--- config.mk ---
export PLATFORM = sky130hd
export DESIGN_NAME = tick_generator
export DESIGN_NICKNAME = d
export VERILOG_FILES = /design/src/rtl/tick_generator_pkg.sv /design/src/rtl/tick_generator_channel.sv /design/src/rtl/tick_generator.sv
export SDC_FILE = /design/constraint.sdc
export NUM_CORES = 1
export LEC_CHECK = 0
export CAP_MARGIN = 20
export CORE_MARGIN = 4
export CORE_UTILIZATION = 60
export CTS_BUF_LIST = sky130_fd_sc_hd__clkbuf_2 sky130_fd_sc_hd__clkbuf_4 sky130_fd_sc_hd__clkbuf_8
export CTS_CLUSTER_DIAMETER = 80
export DETAILED_ROUTE_END_ITERATION = 10
export GPL_TIMING_DRIVEN = 1
export PLACE_DENSITY = 0.78
export SYNTH_ARGS = -nofsm -noshare
export SYNTH_HDL_FRONTEND = slang
export SYNTH_SLANG_ARGS = --single-unit
--- constraint.sdc ---
create_clock -name clk -period 4.7 [get_ports clk]
set_input_delay 0.47 -clock clk [delete_from_list [all_inputs] [get_ports clk]]
set_output_delay 0.47 -clock clk [all_outputs]
set_load 0.01 [all_outputs]
--- src/rtl/tick_generator_pkg.sv ---
// tick_gen_pkg: shared types and helpers for the tick generator.
//   mode_e : channel output mode (pulse-only or square wave)
//   ch_w() : width of a channel index for n channels (minimum 1 bit)
package tick_gen_pkg;

  typedef enum logic {
    MODE_PULSE  = 1'b0,
    MODE_SQUARE = 1'b1
  } mode_e;

  function automatic int ch_w(input int n);
    return (n <= 1) ? 1 : $clog2(n);
  endfunction

endpackage

--- src/rtl/tick_generator_channel.sv ---
// tick_channel: one divider channel of the tick generator.
//   clk, rst     : clock, synchronous active-high reset
//   en, clr      : count enable, synchronous restart (clr wins)
//   wr           : pending-config write strobe (already validated by top)
//   wr_div/mode  : new pending divisor / mode
//   tick         : one-cycle pulse after each wrap (registered)
//   sq           : square wave toggled on each wrap in square mode (registered)
// Config writes land in the pending registers only; they move to the
// active registers at a wrap, while disabled, or on clr.
module tick_channel
  import tick_gen_pkg::*;
#(
  parameter int CNT_W    = 16,
  parameter int DIV_INIT = 50
) (
  input  logic             clk,
  input  logic             rst,
  input  logic             en,
  input  logic             clr,
  input  logic             wr,
  input  logic [CNT_W-1:0] wr_div,
  input  logic             wr_mode,
  output logic             tick,
  output logic             sq
);

  localparam logic [CNT_W-1:0] DIV_RST = CNT_W'(DIV_INIT);

  logic [CNT_W-1:0] cnt, div_act, div_pend;
  mode_e            mode_act, mode_pend;
  logic             wrap;

  // >= rather than == so a divisor shrunk below the held count (loaded
  // while disabled) wraps on the next enabled edge instead of overflowing.
  assign wrap = (cnt >= (div_act - CNT_W'(1)));

  always_ff @(posedge clk) begin
    if (rst) begin
      cnt       <= '0;
      div_act   <= DIV_RST;
      div_pend  <= DIV_RST;
      mode_act  <= MODE_PULSE;
      mode_pend <= MODE_PULSE;
      tick      <= 1'b0;
      sq        <= 1'b0;
    end else begin
      // Pending update uses the old pending value for any same-edge load
      // into active, so a write coincident with a wrap applies next wrap.
      if (wr) begin
        div_pend  <= wr_div;
        mode_pend <= mode_e'(wr_mode);
      end
      if (clr) begin
        cnt      <= '0;
        tick     <= 1'b0;
        sq       <= 1'b0;
        div_act  <= div_pend;
        mode_act <= mode_pend;
      end else if (!en) begin
        tick     <= 1'b0;
        div_act  <= div_pend;
        mode_act <= mode_pend;
      end else if (wrap) begin
        cnt      <= '0;
        tick     <= 1'b1;
        div_act  <= div_pend;
        mode_act <= mode_pend;
        sq       <= (mode_act == MODE_SQUARE) ? ~sq : 1'b0;
      end else begin
        cnt  <= cnt + CNT_W'(1);
        tick <= 1'b0;
        if (mode_act == MODE_PULSE) sq <= 1'b0;
      end
    end
  end

endmodule

--- src/rtl/tick_generator.sv ---
// tick_generator: NCH independent programmable tick/square-wave dividers.
//   clk, rst   : clock, synchronous active-high reset
//   en, clr    : per-channel count enable / synchronous restart
//   cfg_we     : config write strobe; cfg_ch/cfg_div/cfg_mode = target, divisor, mode
//   tick, sq   : per-channel tick pulse and square wave (registered)
//   cfg_err    : one-cycle pulse for a write to a bad channel or zero divisor
module tick_generator
  import tick_gen_pkg::*;
#(
  parameter int NCH      = 4,
  parameter int CNT_W    = 16,
  parameter int DIV_INIT = 50
) (
  input  logic                     clk,
  input  logic                     rst,
  input  logic [NCH-1:0]           en,
  input  logic [NCH-1:0]           clr,
  input  logic                     cfg_we,
  input  logic [ch_w(NCH)-1:0]     cfg_ch,
  input  logic [CNT_W-1:0]         cfg_div,
  input  logic                     cfg_mode,
  output logic [NCH-1:0]           tick,
  output logic [NCH-1:0]           sq,
  output logic                     cfg_err
);

  localparam int CH_W = ch_w(NCH);

  if (NCH < 1 || NCH > 16) begin : g_bad_nch
    $fatal(1, "tick_generator: NCH must be 1..16");
  end
  if (DIV_INIT < 1 || (CNT_W < 31 && DIV_INIT >= (1 << CNT_W))) begin : g_bad_div
    $fatal(1, "tick_generator: DIV_INIT out of range for CNT_W");
  end

  logic cfg_ok;
  assign cfg_ok = (32'(cfg_ch) < NCH) && (cfg_div != '0);

  always_ff @(posedge clk) begin
    if (rst) cfg_err <= 1'b0;
    else     cfg_err <= cfg_we && !cfg_ok;
  end

  for (genvar g = 0; g < NCH; g++) begin : g_ch
    tick_channel #(
      .CNT_W   (CNT_W),
      .DIV_INIT(DIV_INIT)
    ) u_ch (
      .clk    (clk),
      .rst    (rst),
      .en     (en[g]),
      .clr    (clr[g]),
      .wr     (cfg_we && cfg_ok && (cfg_ch == CH_W'(g))),
      .wr_div (cfg_div),
      .wr_mode(cfg_mode),
      .tick   (tick[g]),
      .sq     (sq[g])
    );
  end

endmodule

==> metrics.yaml <==
run_status:
  status: "finished clean"
clock_network:
  cts_sinks: 209
  cts_tree: "built"
  cts_resized: 0
  cts_made_buffers: 35
  cts_setup_buffers: 0
  htree_levels: 2
  cts_hold_buf: 0
  ctsRootBufferMaster: "clkbuf_8"
  cts_buffer_depth: 3
  clk_latency_ns: 0.53
  clkTransAtPathRegs_ns: 0.06
global_route:
  grt_pass1_vias: 7992
  grt_usage_pct: 22.10
  grt_antenna_before_repair: 0
  grt.overflow.total: 0
  grt_pass1_wl_um: 38030
  grt_max_degree: 210
critical_path:
  end_kind: "flop"
  cp_max_fo: 17
  r2r_start: "g_ch[2].u_ch.div_act[0]$_SDFFE_PP0P_"
  critPathLaunchType: "flop"
  required_ns: 5.14
  criticalPathCategory: "flop to flop"
  crit_start: "g_ch[2].u_ch.div_act[0]$_SDFFE_PP0P_"
  cp.arrival_ns: 4.19
floorplanning:
  coreArea_um2: 18090
  start_util_pct: 61.34
  fp.dieH_um: 144.0
  io_pins: 39
  die_x_um: 144.0
  die_area_um2: 20730
  rows: 49
cells_and_area:
  ff_latch_area_um2: 4184
  drive_gt1_share_pct: 6.856
  n_fill_cell: 1410
  fin_cells: 1498
  syn2layout_area_growth_pct: 11.41
  multi_input_area_um2: 6511
  final_nets: 1346
  n_antenna_cell: 0
timing:
  hold_violations: 0
  rsz0062_at_grt: "false"
  min_period_over_period_pct: 79.79
  worst_pin_slew_ns: 1.086
  skew_ns: 0.01955
  slew_viol_final: 0
  fmax_mhz: 266.7
  relSlewSlack_pct: 27.37
  period_minus_slack_ns: 3.750
  setup_viol: 0
  tns_ns: 0
yosys:
  syn_nets: 1326
  ys_ff_latch: 209
  synth.cell_area_um2: 11090
  postSynthAreaPerCell_um2: 9.063
  synth-edff-count: 0
  synthCells: 1224
  ys_types: 55
  synth_sequential_area_ratio_pct: 37.72
  async_reset_ff_share_pct: 0
  synth_ff_type: "dfxtp_1"
  yosysWarnings: 0
power:
  power_density_nw_per_um2: 317.5
  leakage_nw: 4.794
  power_w: 0.003924
  peakVddDrop_uv: 232.7
drt:
  vias: 8360
  wl_um: 22480
  drtPass1Iterations: 5
  met2_wirelength_um: 10230
  highest-signal-layer: "met4"
  dr_wl_met3_um: 842
  drt-met1-wl_um: 10760
  via_per_inst: 5.581
  drt-initial-drc-count: 389
  post-route-drc-count: 0
  wl_per_cell_um: 15.00
  drtAntennaViolNets: 0
run:
  max_cap_violations: 0
place:
  place.gp.congestion: 0.8465
  dpl.cell_count: 1434
  dp_hpwl_um: 15460
  port-buffer-count: 38
worst_hold_path:
  hold_class: "primary input to flop"
  worstHoldStart: "rst"
[synth_stat cells, drive strengths merged (2+ instances only)]
library cell,instances,area [µm²]
o31a,6,52.55
nand3,15,75.07
nand3b,4,30.03
or4,14,105.1
nand2,64,240.2
o21ai,10,50.05
and4b,2,20.02
mux2i,124,1241
dfxtp,209,4184
xor2,47,411.6
clkbuf,37,138.9
nor2,136,510.5
xnor2,66,578.1
buf,28,190.2
o21a,2,15.01
or3,4,25.02
nor4,16,118.9
nor3,93,465.5
a21boi,3,22.52
nor2b,11,68.82
and4,4,35.03
nand2b,122,763.2
nand4,28,175.2
a21o,3,22.52
a21oi,24,120.1
ha,72,900.9
inv,23,86.33
o31ai,2,15.01
and2,6,37.54
a211oi,2,15.01
and3,6,37.54
a211o,13,113.9
nor3b,4,30.03
a31oi,3,18.77
or2,7,43.79
[kinds of logic (layout without fill, tap and decap cells)]
family	after synthesis	count (layout)	synth area share [%]
XOR/XNOR	113	113	8.922
flip-flops	209	209	37.72
multiplexers	124	124	11.19
AO/OA/AOI/OAI	78	78	4.884
adder cells (fa/ha/maj)	72	72	8.121
AND/OR/NAND/NOR	540	540	25.42
buffers and inverters	88	133	3.744
[where the power goes]
group / switching [W] / internal [W] / total, W
logic: 0.000143 / 0.000125 / 0.000268
registers: 0.0000299 / 0.00181 / 0.00184
clock network: 0.000731 / 0.00109 / 0.00182
[worst paths after layout]
| path | slack (ns) | cells past startpoint | end |
|---|---|---|---|
| setup / recovery | 0.95 | 14 | g_ch[2].u_ch.div_act[15]$_SDFFE_PP0P_ |
| hold / removal | 0.31 | 3 | g_ch[1].u_ch.mode_act$_SDFFE_PP0P_ |
| setup reg to reg | 0.95 | 14 | g_ch[2].u_ch.div_act[15]$_SDFFE_PP0P_ |
| hold reg to reg | 0.46 | 1 | g_ch[1].u_ch.div_pend[5]$_SDFFE_PP1P_ |
[sequential cells by signal, indices dropped and copies added (netlist names)]
name                 count
g_ch.u_ch.mode_pend      4
g_ch.u_ch.div_pend      64
g_ch.u_ch.div_act       64
g_ch.u_ch.mode_act       4
g_ch.u_ch.tick           4
g_ch.u_ch.sq             4
g_ch.u_ch.cnt           64
cfg_err                  1
[layout by cell type, fill, tap and decap left out, drive strengths merged, types with 3 or more instances in the layout]
cell and n:
a211o 13, a21boi 3, a21o 3, a21oi 24, a31oi 3, and2 6
and3 6, and4 4, buf 11, bufinv 4, clkbuf 49, clkdlybuf4s50 37
clkinv 6, dfxtp 209, ha 72, inv 24, mux2i 124, nand2 64
nand2b 122, nand3 15, nand3b 4, nand4 28, nor2 136, nor2b 11
nor3 93, nor3b 4, nor4 16, o21ai 10, o31a 6, or2 7
or3 4, or4 14, xnor2 66, xor2 47
[critical path: stages (launching register included)]
cell	delay [ns]
dfxtp_1	0.32
inv_1	0.09
ha_1	0.18
or3b_1	0.41
nor4_1	0.44
nand2_1	0.13
nor4_1	0.25
xnor2_1	0.17
ha_1	0.27
a21oi_1	0.15
a21boi_0	0.12
a311oi_2	0.38
and4b_1	0.25
buf_4	0.29
mux2i_1	0.22
[cell type report]
cell class / count / area share, %
Inverter: 23 / 0.6985
Tap cell: 229 / 2.318
Sequential cell: 209 / 33.85
Timing Repair Buffer: 48 / 3.989
Multi-Input combinational cell: 927 / 52.68
Clock inverter: 13 / 1.407
Clock buffer: 49 / 5.052
[layer usage]
metal  vias up  global-route usage [%]
met5         -                       0
met4         0                   7.978
met3        58                   3.538
met2       133                   35.79
met1      3888                   29.97
li1       4281                       -
[per-stage QoR]
stage	util [%]	area, µm²	setup slack [ns]	hold slack (ns)
after global placement	63.69	11520	1.116	0.4460
final	68.34	12360	0.9499	0.3140
after detailed placement	63.69	11520	0.9431	0.4500
after global routing	68.34	12360	0.4723	0.3350
after floorplan	-	11090	1.331	0.4362
after CTS	68.10	12320	0.9144	0.2994
Note: power is estimated with default switching activity, not from simulation.
